[config.mk]
export PLATFORM = sky130hd
export DESIGN_NAME = memory_array_ctrl
export DESIGN_NICKNAME = d
export VERILOG_FILES = /design/src/rtl/memory_pkg.sv /design/src/rtl/memory_array_ctrl.sv
export SDC_FILE = /design/constraint.sdc
export NUM_CORES = 2
export LEC_CHECK = 0
export ABC_CLOCK_PERIOD_IN_PS = 12900
export CAP_MARGIN = 20
export CORE_ASPECT_RATIO = 1.5
export CORE_MARGIN = 5
export CORE_UTILIZATION = 45
export DETAILED_ROUTE_END_ITERATION = 6
export GPL_ROUTABILITY_DRIVEN = 0
export HOLD_SLACK_MARGIN = 0.05
export PLACE_DENSITY = 0.65
export SYNTH_ARGS = -nofsm -noshare
export SYNTH_HDL_FRONTEND = slang
export SYNTH_SLANG_ARGS = --single-unit
export TNS_END_PERCENT = 10
[constraint.sdc]
create_clock -name clk -period 12.9 [get_ports clk]
set_input_delay 2.58 -clock clk [delete_from_list [all_inputs] [get_ports clk]]
set_output_delay 2.58 -clock clk [all_outputs]
set_load 0.02 [all_outputs]
[src/rtl/memory_pkg.sv]
// Shared types for the memory array controller: the FSM state encoding.
package memory_pkg;

    typedef enum logic {
        CLEAR = 1'b0,
        READY = 1'b1
    } state_e;

endpackage

[src/rtl/memory_array_ctrl.sv]
// Simple dual-port memory array with a power-up/reset clear sequence,
// registered 1-cycle read, write-first bypass and out-of-range detection.
module memory_array_ctrl
    import memory_pkg::*;
#(
    parameter int               DATA_W   = 8,
    parameter int               ADDR_W   = 8,
    parameter int               DEPTH    = 256,
    parameter logic [DATA_W-1:0] INIT_VAL = '0
) (
    input  logic              clk,
    input  logic              rst,
    input  logic              wr_en,
    input  logic [ADDR_W-1:0] wr_addr,
    input  logic [DATA_W-1:0] wr_data,
    input  logic              rd_en,
    input  logic [ADDR_W-1:0] rd_addr,
    output logic [DATA_W-1:0] rd_data,
    output logic              rd_valid,
    output logic              busy,
    output logic              addr_err,
    output state_e            dbg_state
);

    // Handshake: requests are single-cycle strobes sampled on the rising edge;
    // there is no back-pressure, requests seen while busy=1 are discarded.

    localparam logic [ADDR_W:0]   DEPTH_L  = (ADDR_W+1)'(DEPTH);
    localparam logic [ADDR_W-1:0] LAST_PTR = ADDR_W'(DEPTH - 1);

    logic [DATA_W-1:0] mem [DEPTH];

    state_e            state_q, state_d;
    logic [ADDR_W-1:0] clr_ptr_q, clr_ptr_d;
    logic [DATA_W-1:0] rd_data_q, rd_data_d;
    logic              rd_valid_q, rd_valid_d;
    logic              addr_err_q, addr_err_d;

    logic              busy_w;
    logic              wr_in_range, rd_in_range;
    logic              wr_acc, rd_acc;
    logic              mem_we;
    logic [ADDR_W-1:0] mem_waddr;
    logic [DATA_W-1:0] mem_wdata;

    always_comb begin
        busy_w      = (state_q == CLEAR);
        wr_in_range = ({1'b0, wr_addr} < DEPTH_L);
        rd_in_range = ({1'b0, rd_addr} < DEPTH_L);
        wr_acc      = wr_en && !busy_w && wr_in_range;
        rd_acc      = rd_en && !busy_w;

        state_d    = state_q;
        clr_ptr_d  = clr_ptr_q;
        mem_we     = wr_acc;
        mem_waddr  = wr_addr;
        mem_wdata  = wr_data;

        // The clear sequence owns the single write port while it runs.
        if (state_q == CLEAR) begin
            mem_we    = 1'b1;
            mem_waddr = clr_ptr_q;
            mem_wdata = INIT_VAL;
            clr_ptr_d = clr_ptr_q + 1'b1;
            if (clr_ptr_q == LAST_PTR) begin
                state_d   = READY;
                clr_ptr_d = '0;
            end
        end

        rd_valid_d = rd_acc;
        addr_err_d = (rd_acc && !rd_in_range) || (wr_en && !busy_w && !wr_in_range);

        rd_data_d = rd_data_q;
        if (rd_acc) begin
            if (!rd_in_range) begin
                rd_data_d = INIT_VAL;
            end else if (wr_acc && (wr_addr == rd_addr)) begin
                rd_data_d = wr_data;
            end else begin
                rd_data_d = mem[rd_addr];
            end
        end
    end

    always_ff @(posedge clk or posedge rst) begin
        if (rst) begin
            state_q    <= CLEAR;
            clr_ptr_q  <= '0;
            rd_data_q  <= '0;
            rd_valid_q <= 1'b0;
            addr_err_q <= 1'b0;
        end else begin
            state_q    <= state_d;
            clr_ptr_q  <= clr_ptr_d;
            rd_data_q  <= rd_data_d;
            rd_valid_q <= rd_valid_d;
            addr_err_q <= addr_err_d;
        end
    end

    // Array storage carries no reset so it maps onto block RAM.
    always_ff @(posedge clk) begin
        if (mem_we) begin
            mem[mem_waddr] <= mem_wdata;
        end
    end

    assign rd_data   = rd_data_q;
    assign rd_valid  = rd_valid_q;
    assign addr_err  = addr_err_q;
    assign busy      = busy_w;
    assign dbg_state = state_q;

endmodule
==> results.cfg <==
[drt]
ant_nets = 0
initialDrtViolationCount = 3803
vias_per_cell = 6.049
drc = 1
wl_per_cell_um = 30.16
drt_wl_total_mm = 188.1
vias = 37730
dr.pass1.iters = 7

[timing]
rsz0062_at_grt = no
fin_setup_tns_ps = 0
drv_slew = 0
fin_skew_ps = 29.05
finalSetupViolCount = 0
worst_pin_slew_ps = 1229
slew_headroom_pct = 18.05
period_share_pct = 48.97
fmax_ghz = 0.1583
period_needed_ps = 6317
fin_ws_ps = 6583
hold_viol = 0

[flow_run]
drv_cap = 0

[logic_synthesis]
syn-num-nets = 3759
avgSynthCellArea_um2 = 21.44
ys_async_sr_fraction_pct = 0.8712
ys.flop_type = edfxtp_1
synth_seq_cells = 2066
synth.yosys.seq_area_share_pct = 77.47
synth.most_common_cell = edfxtp_1
synth_edf_count = 2048
postSynthCellCount = 3730
synth.distinct_cells = 52
ys_top_cells_by_count = edfxtp_1, mux4_2, nor2_1
netlist_area_um2 = 79970
yosysWarnings = 0
synth.area.top_cells = edfxtp_1, mux4_2, nor2_1, o22ai_1, a22oi_1
yosysTopAreaCell = edfxtp_1
synth_top_area_share_pct = 76.90

[clocking]
clockBufferDepth = 3
root_buffer = clkbuf_16
cts-htree-levels = 4
postCtsSetupRepairBufs = 0
cts_hold_buf = 0
cts_inserted_buffers = 174
clock-sinks = 2066
cts_resized = 0
clkTransAtPathRegs_ps = 70
cts_tree = done
insertion_delay_ps = 810

[setup_path]
cp_common_cell = o21ai_1
critPathArrivalTime_ps = 6970
worst-path-stages = 8
r2r_setup_slack_ps = 8810
crit_fanout = 101
r2r-end = mem[185][5]
critPathBufInv = 3
crit_path_cell_trace = buf_8 -> buf_12 -> buf_4 -> mux4_2 -> a221oi_1 -> o32ai_1 -> o21ai_1 -> o21ai_1
critPathKind = input port to flop
cp.required_ps = 13550
r2r-start = dbg_state
endpoint = rd_data[2]
cp_slowest_cell = buf_4
critPathLaunch = rd_addr[0]
crit_family = buffers and inverters
cp-end-kind = flop
cpPeakStageDelay_ps = 820
r2r_cells = 5
start_kind = input port

[floorplan]
rows = 189
die_w_um = 354.2
die_y_um = 526.3
dieArea_um2 = 186400
io_pins = 40
initial_utilization_pct = 45.21
core_area_um2 = 176900

[layout]
multi_input_area_um2 = 16720
layout-drive-gt1-share_pct = 21.06
n_fill_cell = 13800
fin_nets = 3831
area_delta_synth_final_pct = 10.57
seqCellArea_um2 = 61950

[placement]
pre_cts_ws_ps = 5638
dpl.hpwl_mm = 117.0
io_buffers = 38

[pwr]
peakVddDrop_uv = 127.9
powerDensity_nw_per_um2 = 145.4
p_leak_nw = 21.51

[grt]
grt_max_degree = 134
grt_pass1_vias = 39040
grt_usage_pct = 20.03
grt_pass1_wl_mm = 273.8
grt_antenna_before_repair = 4
grt.overflow.total = 0

[min_path]
whs_path_depth = 1
hp-class = flop to flop

[run_status]
violations = design-rule violations
status = finished with violations
[kinds of logic (layout without fill, tap and decap cells)]
group / after synthesis / in the layout / share of synthesized area, %
mux: 547 / 547 / 14.69
buf+inv: 229 / 441 / 1.666
xor+xnor: 12 / 12 / 0.1314
other cells: 1 / 4 / 0.004689
compound gates: 375 / 375 / 3.232
simple gates: 499 / 499 / 2.798
fa+ha+maj: 1 / 1 / 0.01564
flops: 2066 / 2066 / 77.47
[stage by stage]
step	instance area, µm²	hold WS (ps)	std cells	utilization, %	power [W]
global route	88410	612.0	6235	49.98	0.01323
detailed placement	82540	575.3	5911	46.66	0.007702
finish	88420	584.4	6237	49.99	0.01286
global placement	82490	561.6	5904	46.64	0.007702
CTS	88280	581.0	6227	49.91	0.01295
floorplan	79970	499.7	3730	-	0.007612
[per-layer routing]
layer	vias to the layer above	track usage, %	wire, µm
li1	15860	-	-
met1	20070	24.03	67320
met2	1403	35.20	99210
met3	394	3.166	10830
met4	4	10.22	10750
met5	-	0	16
[where the power goes]
group          switching (W)  internal, W
Combinational       0.000190     0.000105
Sequential                 0      0.00726
Clock                0.00238      0.00292
[final cells by class]
class                           count  share of cell area [%]
Clock inverter                     99                   1.279
Inverter                            9                 0.03821
Sequential cell                  2066                   70.06
Tap cell                         2292                   3.243
Antenna cell                        3                0.008490
Clock buffer                      217                   5.213
Multi-Input combinational cell   1435                   18.92
Timing Repair Buffer              116                   1.240
[how the worst min path moves through the flow]
stage,startpoint,endpoint,slack (ps)
finish,clr_ptr_q[4],clr_ptr_q[4],580
CTS,clr_ptr_q[4],clr_ptr_q[4],580
floorplan,clr_ptr_q[4],clr_ptr_q[4],500
detailed placement,clr_ptr_q[4],clr_ptr_q[4],580
global route,clr_ptr_q[4],clr_ptr_q[4],610
global placement,clr_ptr_q[4],clr_ptr_q[4],560
[state kept, by name (all words and copies together) (netlist names)]
signal     cells
clr_ptr_q      8
dbg_state      1
mem         2048
rd_data        8
rd_valid       1
[cells in the final DEF, fill, tap and decap left out, drive strengths merged, types with 18 or more instances in the layout]
| cell type | count |
|---|---|
| a211oi | 24 |
| a221oi | 20 |
| a22o | 20 |
| a22oi | 73 |
| buf | 83 |
| bufinv | 18 |
| clkbuf | 217 |
| clkdlybuf4s50 | 33 |
| clkinv | 73 |
| dfrtp | 18 |
| edfxtp | 2048 |
| mux2i | 49 |
| mux4 | 497 |
| nand2 | 71 |
| nand3 | 26 |
| nor2 | 269 |
| nor2b | 18 |
| nor3 | 24 |
| o21ai | 35 |
| o22ai | 147 |
Note: power is estimated with default switching activity, not from simulation.
